[src/rtl/bp_pkg.sv]
// Shared types and constants for the branch resolve controller.
package bp_pkg;
  localparam int PC_W       = 32;
  localparam int MISP_CNT_W = 16;

  typedef enum logic {RUN = 1'b0, FLUSH = 1'b1} state_e;

  // In-flight entry layout. The FIFO stores it as a flat {taken, alt_pc} word.
  typedef struct packed {
    logic            taken;
    logic [PC_W-1:0] alt_pc;
  } entry_t;
endpackage

[src/rtl/bp_inflight_fifo.sv]
// In-flight branch FIFO: push/pop/clear, power-of-two depth, separate count.
module bp_inflight_fifo #(
  parameter int DEPTH = 4,
  parameter int W     = 33
) (
  input  logic                     clk,
  input  logic                     rst,
  input  logic                     i_push,
  input  logic                     i_pop,
  input  logic                     i_clear,
  input  logic [W-1:0]             i_wdata,
  output logic [W-1:0]             o_rdata,
  output logic [$clog2(DEPTH):0]   o_count,
  output logic                     o_full,
  output logic                     o_empty
);
  localparam int AW = $clog2(DEPTH);

  logic [W-1:0]  r_mem [DEPTH];
  logic [AW-1:0] r_wp, r_rp;
  logic [AW:0]   r_cnt;
  logic          w_push, w_pop;

  assign o_full  = (r_cnt == (AW+1)'(DEPTH));
  assign o_empty = (r_cnt == '0);
  assign o_count = r_cnt;
  assign o_rdata = r_mem[r_rp];
  assign w_push  = i_push & ~o_full;
  assign w_pop   = i_pop & ~o_empty;

  // Pointers and count; clear wins over any same-cycle push or pop.
  always_ff @(posedge clk or negedge rst) begin
    if (!rst) begin
      r_wp  <= '0;
      r_rp  <= '0;
      r_cnt <= '0;
    end else if (i_clear) begin
      r_wp  <= '0;
      r_rp  <= '0;
      r_cnt <= '0;
    end else begin
      if (w_push) r_wp <= r_wp + 1'b1;
      if (w_pop)  r_rp <= r_rp + 1'b1;
      r_cnt <= r_cnt + {{AW{1'b0}}, w_push} - {{AW{1'b0}}, w_pop};
    end
  end

  // Storage needs no reset; only entries below the count are ever read.
  always_ff @(posedge clk) begin
    if (w_push && !i_clear) r_mem[r_wp] <= i_wdata;
  end
endmodule

[src/rtl/branch_resolve_ctrl.sv]
// Tracks predicted branches until EX resolves them, trains the predictor,
// and on mispredict clears the queue, redirects fetch and holds flush.
module branch_resolve_ctrl
  import bp_pkg::*;
#(
  parameter int DEPTH        = 4,
  parameter int PC_W         = bp_pkg::PC_W,
  parameter int FLUSH_CYCLES = 2
) (
  input  logic                  clk,
  input  logic                  rst,
  input  logic                  pred_valid_i,
  input  logic                  pred_taken_i,
  input  logic [PC_W-1:0]       alt_pc_i,
  output logic                  pred_ready_o,
  input  logic                  res_valid_i,
  input  logic                  res_taken_i,
  output logic                  upd_valid_o,
  output logic                  upd_taken_o,
  output logic                  flush_o,
  output logic                  redirect_valid_o,
  output logic [PC_W-1:0]       redirect_pc_o,
  output logic [MISP_CNT_W-1:0] mispredict_cnt_o,
  output logic                  err_o
);
  localparam int CW = $clog2(DEPTH);

  state_e                r_state, w_state_nxt;
  logic [2:0]            r_flush_cnt, w_flush_cnt_nxt;
  logic [PC_W:0]         w_head;
  logic [CW:0]           w_count;
  logic                  w_full, w_empty;
  logic                  w_run, w_push, w_pop, w_misp, w_err_set;
  logic                  r_upd_valid, r_upd_taken, r_redir_valid, r_flush, r_err;
  logic [PC_W-1:0]       r_redir_pc;
  logic [MISP_CNT_W-1:0] r_misp_cnt;

  // Head word is {taken, alt_pc}, matching entry_t.
  assign w_run     = (r_state == RUN);
  // Gated by reset so every output reads 0 while reset is held.
  assign pred_ready_o = rst & w_run & ~w_full;
  assign w_push    = pred_valid_i & pred_ready_o;
  assign w_pop     = res_valid_i & w_run & (w_count != '0);
  assign w_misp    = w_pop & (w_head[PC_W] != res_taken_i);
  assign w_err_set = res_valid_i & w_run & w_empty;

  // A mispredict clears the queue; the clear also discards a same-cycle push.
  bp_inflight_fifo #(.DEPTH(DEPTH), .W(PC_W+1)) u_fifo (
    .clk     (clk),
    .rst     (rst),
    .i_push  (w_push),
    .i_pop   (w_pop),
    .i_clear (w_misp),
    .i_wdata ({pred_taken_i, alt_pc_i}),
    .o_rdata (w_head),
    .o_count (w_count),
    .o_full  (w_full),
    .o_empty (w_empty)
  );

  // State and flush counter registers.
  always_ff @(posedge clk or negedge rst) begin
    if (!rst) begin
      r_state     <= RUN;
      r_flush_cnt <= '0;
    end else begin
      r_state     <= w_state_nxt;
      r_flush_cnt <= w_flush_cnt_nxt;
    end
  end

  // Next state: FLUSH lasts FLUSH_CYCLES cycles, counting down to 0.
  always_comb begin
    w_state_nxt     = r_state;
    w_flush_cnt_nxt = r_flush_cnt;
    case (r_state)
      RUN: if (w_misp) begin
        w_state_nxt     = FLUSH;
        w_flush_cnt_nxt = 3'(FLUSH_CYCLES - 1);
      end
      FLUSH: begin
        if (r_flush_cnt == '0) w_state_nxt = RUN;
        else                   w_flush_cnt_nxt = r_flush_cnt - 1'b1;
      end
      default: w_state_nxt = RUN;
    endcase
  end

  // Registered outputs, one cycle after the resolving edge.
  always_ff @(posedge clk or negedge rst) begin
    if (!rst) begin
      r_upd_valid   <= 1'b0;
      r_upd_taken   <= 1'b0;
      r_redir_valid <= 1'b0;
      r_redir_pc    <= '0;
      r_flush       <= 1'b0;
      r_misp_cnt    <= '0;
      r_err         <= 1'b0;
    end else begin
      r_upd_valid   <= w_pop;
      r_upd_taken   <= w_pop & res_taken_i;
      r_redir_valid <= w_misp;
      r_flush       <= (w_state_nxt == FLUSH);
      if (w_misp) r_redir_pc <= w_head[PC_W-1:0];
      if (w_misp && r_misp_cnt != '1) r_misp_cnt <= r_misp_cnt + 1'b1;
      if (w_err_set) r_err <= 1'b1;
    end
  end

  assign upd_valid_o      = r_upd_valid;
  assign upd_taken_o      = r_upd_taken;
  assign redirect_valid_o = r_redir_valid;
  assign redirect_pc_o    = r_redir_pc;
  assign flush_o          = r_flush;
  assign mispredict_cnt_o = r_misp_cnt;
  assign err_o            = r_err;
endmodule

[config.mk]
export PLATFORM = sky130hd
export DESIGN_NAME = branch_resolve_ctrl
export DESIGN_NICKNAME = d
export VERILOG_FILES = /design/src/rtl/bp_pkg.sv /design/src/rtl/bp_inflight_fifo.sv /design/src/rtl/branch_resolve_ctrl.sv
export SDC_FILE = /design/constraint.sdc
export NUM_CORES = 1
export LEC_CHECK = 0
export CAP_MARGIN = 10
export CORE_MARGIN = 5
export CORE_UTILIZATION = 40
export CTS_CLUSTER_DIAMETER = 200
export DETAILED_ROUTE_END_ITERATION = 8
export DONT_BUFFER_PORTS = 1
export GPL_TIMING_DRIVEN = 0
export PLACE_DENSITY = 0.56
export SETUP_SLACK_MARGIN = 0.2
export SLEW_MARGIN = 20
export SYNTH_ARGS = -nofsm -noshare
export SYNTH_HDL_FRONTEND = slang
export SYNTH_HIERARCHICAL = 1
export SYNTH_SLANG_ARGS = --single-unit
[constraint.sdc]
create_clock -name clk -period 6.9 [get_ports clk]
set_input_delay 1.38 -clock clk [delete_from_list [all_inputs] [get_ports clk]]
set_output_delay 1.38 -clock clk [all_outputs]
set_load 0.005 [all_outputs]
## Word-level counts from Yosys, hierarchy flattened

Memories as Yosys holds them, arrays and structs flattened.
Index checks and enable logic that the tools add are counted.

- Register bits: 63
- Bits in writable memories: 132
- Input bits: 38
- Output and inout port bits: 54
- Word-level logic and storage cells: 58
- Memories: 1

Memories:

| name | words | width | read ports | clocked after Yosys merged registers in | wr ports | line | source |
|---|---|---|---|---|---|---|---|
| u_fifo.r_mem | 4 | 33 | 1 | 0 | 1 | bp_inflight_fifo.sv:19 | `logic [W-1:0] r_mem [DEPTH];` |

- Add/sub/neg operators: 6
- Eq/ne operators: 5
- Multiplexer cells: 13
- Bitwise logic cells: 13
- Reductions and logical operators: 9

Operators by type and width:

| operator | count |
|---|---|
| 16-bit by 1-bit adder with 16-bit output, second input constant | 1 |
| 16-bit != test, second input constant | 1 |
| 1-bit AND | 10 |
| 3-bit two-way mux | 3 |
| 2-bit two-way mux | 4 |
| 3-bit zero test | 2 |
| 3-bit one-hot mux with 2 select lines | 1 |
| 2-bit by 1-bit adder with 2-bit output, second input constant | 2 |
| 1-bit two-way mux | 4 |
| 2-bit nonzero test | 2 |
| 3-bit by 1-bit adder with 3-bit output | 1 |
| 3-bit equality test, second input constant | 1 |
| 1-bit inverter | 3 |
| 3-bit nonzero test | 1 |
| 3-bit by 1-bit subtractor with 3-bit output | 1 |
| 3-bit by 1-bit subtractor with 3-bit output, second input constant | 1 |
| 1-bit logical AND | 2 |
| 2-bit by 1-bit != test with 1-bit output, second input constant | 1 |
| 2-bit != test, second input constant | 1 |
| 1-bit one-hot mux with 2 select lines | 1 |
| 2-bit AND reduction | 1 |
| 1-bit zero test | 1 |
| 1-bit != test | 1 |

## Logic depth before layout (Yosys ltp)

Gate-level depths: netlist of the first run.

- Depth after elaboration: 8
- Depth in mapped cells: 11
- Mapped depth without buffers: 11

## Cells and area by module

The synthesis of the first run kept the hierarchy.

By module, submodules not included:

| module | times used | cells an instance | area each (um2) | sequential area each (um2) |
|---|---|---|---|---|
| bp_inflight_fifo | 1 | 221 | 5342.6 | 4139.0 |
| branch_resolve_ctrl | 1 | 167 | 2432.3 | 1401.3 |

## Least setup slack after synthesis of the first run

No wires, ideal clock.

- Kind: input to register
- From: in res_taken_i
- To: mem u_fifo.r_mem[0][0], enable pin
- Library setup time: 393 ps
- Arrival: 3192 ps
- Data required time: 6507 ps
- Path slack: 3315 ps
- Stages on the path: 7
- Cells stage by stage: xor2_1 -> nand3_4 -> inv_2 -> buf_2 -> clkbuf_1 -> nor3_1 -> and2_1

- Cells in the longest elaborated chain, start to end: 6

Ends and longest elaborated chain:

| item | line | source |
|---|---|---|
| start: declaration | branch_resolve_ctrl.sv:17 | `input logic res_taken_i,` |
| 1-bit != test | branch_resolve_ctrl.sv:44 | `assign w_misp = w_pop & (w_head[PC_W] != res_taken_i);` |
| 1-bit AND | branch_resolve_ctrl.sv:44 |  |
| named net w_misp | branch_resolve_ctrl.sv:33 | `logic w_run, w_push, w_pop, w_misp, w_err_set;` |
| 1-bit zero test | bp_inflight_fifo.sv:50 | `if (w_push && !i_clear) r_mem[r_wp] <= i_wdata;` |
| 1-bit logical AND | bp_inflight_fifo.sv:50 |  |
| 1-bit two-way mux | bp_inflight_fifo.sv:50 |  |
| 1-bit two-way mux (not written as such) | bp_inflight_fifo.sv:50 |  |
| end: declaration | bp_inflight_fifo.sv:19 |  |

The timed path passes the listed nets, and every way through them passes these cells.

## Final worst setup path of the first run

- From: reg u_fifo.r_rp[0]
- To: mem u_fifo.r_mem[2][18], enable pin

- Cells in the longest elaborated chain, start to end: 7

Ends and longest elaborated chain:

| item | line | source |
|---|---|---|
| start: declaration | bp_inflight_fifo.sv:20 | `logic [AW-1:0] r_wp, r_rp;` |
| start signal: assignment | bp_inflight_fifo.sv:43 | `if (w_pop) r_rp <= r_rp + 1'b1;` |
| memory read 4 x 33 bit | n/a |  |
| named net w_head[32] | branch_resolve_ctrl.sv:30 | `logic [PC_W:0] w_head;` |
| 1-bit != test | branch_resolve_ctrl.sv:44 |  |
| 1-bit AND | branch_resolve_ctrl.sv:44 |  |
| named net w_misp | branch_resolve_ctrl.sv:33 |  |
| 1-bit zero test | bp_inflight_fifo.sv:50 |  |
| 1-bit logical AND | bp_inflight_fifo.sv:50 |  |
| 1-bit two-way mux | bp_inflight_fifo.sv:50 |  |
| 1-bit two-way mux (not written as such) | bp_inflight_fifo.sv:50 |  |

The timed path passes the listed nets, and every way through them passes these cells.

==> metrics.txt, run 1 <==
share of synthesized area spent on multiplexers=17.0%; highest clock rate=0.289 GHz; Critical Path Source Type=register; unrepaired setup endpoints after global routing=false; nature of the critical path endpoint=register; number of flip-flops and latches in the synthesized netlist=195; final total power=3.31 mW; number of synthesized flops with an enable pin=132; TritonCTS clock tree=built; Post-Place Worst Slack=3130 ps; root buffer cell=sky130_fd_sc_hd__clkbuf_16; post-route clock skew=12.0 ps; via count=3457; shortest period the worst path allows=3460 ps; detailed placer's ending HPWL=9050 microns; Horiz. Die Dim=149 microns; cells traversed along the worst timing path=buf_6 > mux4_1 > xor2_1 > nand3_4 > inv_2 > buf_2 > clkbuf_1 > nor3_1 > and2_2 > buf_16; number of violations of the max-capacitance limit=0; Crit Path Class=reg -> reg; Post-Syn Area per Cell=20.0 sq um; sum of negative setup slack=0 ps; H-tree depth=4; number of antenna violations at the first check in global routing=0; switching part of the total power=28.2%; internal power consumption=2.38 mW; area share of and/or/nand/nor cells after synthesis=4.57%; number of buffers and inverters on the critical path=5; Initial Util=40.3%; Hold/Removal Path Class=reg -> reg; total of hold buffers inserted after clock tree synthesis=0; FP Rows=51; share of total power in sequential cells=48.9%; CTS sink count=195; share of the core filled with cells in the final layout=45.5%; via count of the first global-routing pass=3762; number of post-CTS setup repair buffers=0; clock input transition at the sequential cells of the worst setup and hold paths=70 ps; final net count=459; synthesis-to-finish area growth=12.8%; Synth Area in Adders=1.71%; critical path's top delay family=simple AND/OR/NAND/NOR gates; drt wl/cell=20.4 microns; PnR worst setup slack=3440 ps; status=complete, no violations; Pre-Repair DR Iteration Count=5; share of layout cells above drive strength 1=20.5%; total DRC errors in the routed layout=0; Design Area, Final=0.00877 sq mm; pin count of the biggest net entering global routing=65; gp weighted congestion=0.671; post-synthesis share of cell area spent on xor and xnor gates=1.58%; VDD IR max=0.210 mV; commonest non-fill, non-tap cell in the layout=sky130_fd_sc_hd__edfxtp_1; die area=0.0223 sq mm; number of warning messages in the yosys log=6; final wirelength=14100 microns; global route total overflow=0; Iteration-0 DRC Markers=165; Worst-Skew Late Latency=430 ps; Floorplan Core Area=0.0193 sq mm; part of the power in the clock network=28.2%; floorplan die height=149 microns; total nets after synthesis=436; sequential-to-total area share from yosys stat=71.3%; Post-Syn Instances=388; required time of the critical path=7030 ps; transition time at the pin with the least slew margin=537 ps; fraction of synthesis flops using an asynchronous set or reset pin=32.3%; mapped cell area=0.00777 sq mm; dominant combinational cell family by area after synthesis=multiplexers; Yosys cell types=47; CP Data Arrival Time=3590 ps; commonest cells after routing, fill and taps aside=132 x sky130_fd_sc_hd__edfxtp_1, 63 x sky130_fd_sc_hd__dfrtp_1, 27 x sky130_fd_sc_hd__mux4_1; final cell count without fillers=689; WHS=485 ps; Num CTS Buffers=17; switching component of the power=0.931 mW; placed cells=657; Total Routing Usage GR=13.3%; Power Density=377 mW/mm^2; number of max-slew violations in the final report=0; most used flip-flop cell after synthesis=sky130_fd_sc_hd__edfxtp_1; longest individual stage delay on the worst path=600 ps; proportion of power drawn by combinational gates=22.8%; number of primary I/O pins=92; number of buffers added on ports=0; total inserted antenna cells=0; slowest stage cell, crit path=sky130_fd_sc_hd__mux4_1; post_cts resized=0; wire length of the first global-routing pass=21700 microns; relative slew slack=64.2%; Via-to-Cell Ratio=5.02; final hold violations=0; post-placement cell area=0.00821 sq mm; leakage component of the power=3.21 nW; setup violators final=0; critical path peak fanout=19; compound-cell area share of the yosys netlist=1.67%; final clock period utilization by the worst path=50.1%; Final ANT Viol Nets=0; maximum buffer depth of the clock tree=2
flip-flops by register name, indices dropped and copies added (netlist names):
name and cells:
mispredict_cnt_o 16, u_fifo/o_count 3, flush_o 1, r_flush_cnt 3, u_fifo/r_mem 132, u_fifo/r_wp 2
u_fifo/r_rp 2, err_o 1, redirect_pc_o 32, redirect_valid_o 1, upd_valid_o 1, upd_taken_o 1
kinds of logic (layout without fill, tap and decap cells):
kind of cell             count (synthesis)  after routing
flip-flops                             195            195
multiplexers                            69             69
AND/OR/NAND/NOR                         56             56
buffers and inverters                   27             63
AO/OA/AOI/OAI                           17             17
XOR/XNOR                                14             14
adder cells (fa/ha/maj)                 10             10
cell usage after synthesis (2+ instances only):
cell type / number / share of area [%]
sky130_fd_sc_hd__a21oi_1: 4 / 0.26
sky130_fd_sc_hd__a31oi_1: 2 / 0.16
sky130_fd_sc_hd__and2_1: 6 / 0.48
sky130_fd_sc_hd__and3_1: 6 / 0.48
sky130_fd_sc_hd__buf_2: 4 / 0.26
sky130_fd_sc_hd__buf_6: 6 / 0.87
sky130_fd_sc_hd__clkbuf_1: 2 / 0.097
sky130_fd_sc_hd__dfrtp_1: 63 / 20
sky130_fd_sc_hd__edfxtp_1: 132 / 51
sky130_fd_sc_hd__ha_1: 9 / 1.4
sky130_fd_sc_hd__inv_1: 12 / 0.58
sky130_fd_sc_hd__mux2_1: 13 / 1.9
sky130_fd_sc_hd__mux2_4: 20 / 3.9
sky130_fd_sc_hd__mux2i_1: 2 / 0.26
sky130_fd_sc_hd__mux4_1: 27 / 9.1
sky130_fd_sc_hd__mux4_2: 6 / 1.7
sky130_fd_sc_hd__nand2_1: 9 / 0.43
sky130_fd_sc_hd__nand2b_1: 4 / 0.32
sky130_fd_sc_hd__nand3_1: 6 / 0.39
sky130_fd_sc_hd__nand4_1: 3 / 0.24
sky130_fd_sc_hd__nor2_1: 6 / 0.29
sky130_fd_sc_hd__nor3_1: 3 / 0.19
sky130_fd_sc_hd__nor3_2: 3 / 0.39
sky130_fd_sc_hd__o21ai_0: 2 / 0.13
sky130_fd_sc_hd__o22ai_1: 2 / 0.16
sky130_fd_sc_hd__o31ai_1: 2 / 0.19
sky130_fd_sc_hd__or3_1: 2 / 0.16
sky130_fd_sc_hd__xnor2_1: 7 / 0.79
sky130_fd_sc_hd__xor2_1: 7 / 0.79
cell type report:
class                      instances  area (sq um)
sequential                       195          5540
tap                              265           332
fill                            1665         10500
clock inverter                    13           120
buffer                            14           123
inverter                          13          48.8
timing repair buffer               4          95.1
multi-input combinational        166          2070
clock buffer                      19           443
metal layers:
metal | up-vias | track usage (%) | wire length, microns
li1 | 1573 | - | -
met4 | 0 | 4.53 | 191
met5 | - | 0 | 0
met2 | 83 | 22.9 | 7360
met3 | 14 | 5.51 | 1090
met1 | 1787 | 14.9 | 5430
power groups by stage:
stage | clock (mW) | combinational, mW | sequential [mW]
final | 0.933 | 0.755 | 1.62
after global routing | 1.01 | 0.832 | 1.64
after CTS | 0.959 | 0.779 | 1.63
after detailed placement | 0 | 0.776 | 1.65
after global placement | 0 | 0.739 | 1.65
after floorplan | 0 | 0.621 | 1.59
worst paths after layout:
kind | to | from | slack [ps] | depth (start not counted)
min reg2reg | err_o | err_o | 480 | 1
max | u_fifo/r_mem[2][18] | u_fifo/r_rp[0] | 3440 | 10
max in group asynchronous | redirect_pc_o[1] | rst | 6150 | 0
max reg2reg | u_fifo/r_mem[2][18] | u_fifo/r_rp[0] | 3440 | 10
min | err_o | err_o | 480 | 1
min in group asynchronous | redirect_pc_o[17] | rst | 640 | 0
Note: power is estimated with default switching activity, not from simulation.
==> run 2: changes to the inputs <==
- clock period: 6.9 -> 3.45 ns (I/O delays scaled with it)
==> metrics.txt, run 2 (same netlist as run 1, synthesis figures left out) <==
final wirelength=14400 microns; via count of the first global-routing pass=3796; Final ANT Viol Nets=0; gp weighted congestion=0.671; longest individual stage delay on the worst path=600 ps; final hold violations=0; Power Density=750 mW/mm^2; Floorplan Core Area=0.0193 sq mm; maximum buffer depth of the clock tree=2; register-to-register setup slack=370 ps; number of buffers added on ports=0; total DRC errors in the routed layout=0; die area=0.0223 sq mm; VDD IR max=0.419 mV; Num CTS Buffers=17; number of antenna violations at the first check in global routing=0; setup violators final=0; CTS sink count=195; relative slew slack=72.4%; cells traversed along the worst timing path=buf_6 > mux4_1 > xor2_1 > nand3_4 > inv_2 > buf_2 > clkbuf_1 > nor3_2 > and2_4 > buf_12; total inserted antenna cells=0; via count=3482; Hold/Removal Path Class=in -> async; number of buffers and inverters on the critical path=5; nature of the critical path endpoint=register; number of primary I/O pins=92; commonest cells after routing, fill and taps aside=132 x sky130_fd_sc_hd__edfxtp_1, 63 x sky130_fd_sc_hd__dfrtp_1, 27 x sky130_fd_sc_hd__mux4_1; shortest period the worst path allows=3080 ps; highest clock rate=0.325 GHz; Fill cells=1652; drt wl/cell=20.7 microns; Total Routing Usage GR=13.5%; global route total overflow=0; Critical Path Source Type=register; commonest non-fill, non-tap cell in the layout=sky130_fd_sc_hd__edfxtp_1; final net count=464; status=complete, no violations; Biggest register=u_fifo/r_mem; TritonCTS clock tree=built; number of violations of the max-capacitance limit=0; H-tree depth=4; final total power=6.67 mW; synthesis-to-finish area growth=14.3%; Pre-Repair DR Iteration Count=4; CP Data Arrival Time=3210 ps; final clock period utilization by the worst path=89.2%; clock input transition at the sequential cells of the worst setup and hold paths=70 ps; critical path's top delay family=buffers and inverters; post-route clock skew=12.3 ps; unrepaired setup endpoints after global routing=false; transition time at the pin with the least slew margin=413 ps; Horiz. Die Dim=149 microns; number of max-slew violations in the final report=0; FP Rows=51; share of layout cells above drive strength 1=21.7%; Largest register FFs=132; slowest stage cell, crit path=sky130_fd_sc_hd__mux4_1; required time of the critical path=3580 ps; Iteration-0 DRC Markers=164; floorplan die height=149 microns; sum of negative setup slack=0 ps; pin count of the biggest net entering global routing=64; detailed placer's ending HPWL=9050 microns; Crit Path Class=reg -> reg; leakage component of the power=3.26 nW; critical path peak fanout=22; Via-to-Cell Ratio=5.02; root buffer cell=sky130_fd_sc_hd__clkbuf_16; wire length of the first global-routing pass=22000 microns; Worst-Skew Late Latency=430 ps; Initial Util=40.3%
-- run 2: cell types whose count changed in the layout (fill, tap and decap cells not counted) --
| cell | previous run | this run |
|---|---|---|
| sky130_fd_sc_hd__nor3_1 | 3 | 2 |
| sky130_fd_sc_hd__nor3_2 | 3 | 4 |
| sky130_fd_sc_hd__buf_12 | 3 | 7 |
| sky130_fd_sc_hd__and2_2 | 4 | 0 |
| sky130_fd_sc_hd__buf_16 | 2 | 3 |
| sky130_fd_sc_hd__and2_4 | 0 | 4 |
-- run 2: repair_timing --
action	4_1_cts	5_1_grt
setup buffers	3	1
endpoints found under the hold margin	63	0
pin swaps	3	1
hold buffers	1	0
endpoints found under the setup margin	110	22
cloned	0	0
gates resized for setup	5	0
-- run 2: layout make-up --
class | instances | area (sq um) | share of cell area (%)
Sequential cell | 195 | 5540 | 62.3
Multi-Input combinational cell | 166 | 2080 | 23.4
Clock buffer | 19 | 443 | 4.98
Tap cell | 265 | 332 | 3.73
Timing Repair Buffer | 9 | 203 | 2.28
Buffer | 14 | 123 | 1.38
Clock inverter | 13 | 120 | 1.35
Inverter | 13 | 48.8 | 0.549
-- run 2: stage by stage --
step / setup WS [ps] / std cells / hold slack (ps) / instance area [sq um] / util (%)
after global placement: -874 / 653 / 397 / 8110 / 42.1
after CTS: 202 / 693 / 149 / 8870 / 46.0
final: 374 / 694 / 161 / 8890 / 46.1
after detailed placement: -65.4 / 657 / 397 / 8210 / 42.6
after floorplan: 214 / 388 / 394 / 7770 / -
after global routing: 265 / 694 / 170 / 8890 / 46.1
-- run 2: routing by layer --
layer	part of all wire [%]	vias up	global-route usage [%]	routed length, microns
met5	0	-	0	0
met4	1.7	0	4.85	244
met3	7.5	18	5.48	1080
met2	52	81	23.1	7480
met1	39	1802	15.3	5550
li1	-	1581	-	-
-- run 2: worst register-to-register path: stages (launching register included) --
cell and delay, ps:
sky130_fd_sc_hd__dfrtp_1 340, sky130_fd_sc_hd__buf_6 160, sky130_fd_sc_hd__mux4_1 610, sky130_fd_sc_hd__xor2_1 190
sky130_fd_sc_hd__nand3_4 140, sky130_fd_sc_hd__inv_2 50, sky130_fd_sc_hd__buf_2 220, sky130_fd_sc_hd__clkbuf_1 260
sky130_fd_sc_hd__nor3_2 350, sky130_fd_sc_hd__and2_4 250, sky130_fd_sc_hd__buf_12 190
-- run 2: path summary, 6_finish.rpt --
path / from / to / cells after the start
max: u_fifo/r_rp[0] / u_fifo/r_mem[1][20] / 10
min: rst / mispredict_cnt_o[0] / 1
max reg2reg: u_fifo/r_rp[0] / u_fifo/r_mem[1][20] / 10
min reg2reg: err_o / err_o / 1
max in group asynchronous: rst / redirect_pc_o[1] / 1
min in group clk: alt_pc_i[14] / u_fifo/r_mem[1][14] / 0
-- run 2: where the power goes --
group	internal, mW	switching, mW	leakage [nW]
registers	2.93	0.307	1.97
logic	0.877	0.685	1.02
clock network	0.971	0.898	0.272
total	4.78	1.89	3.26
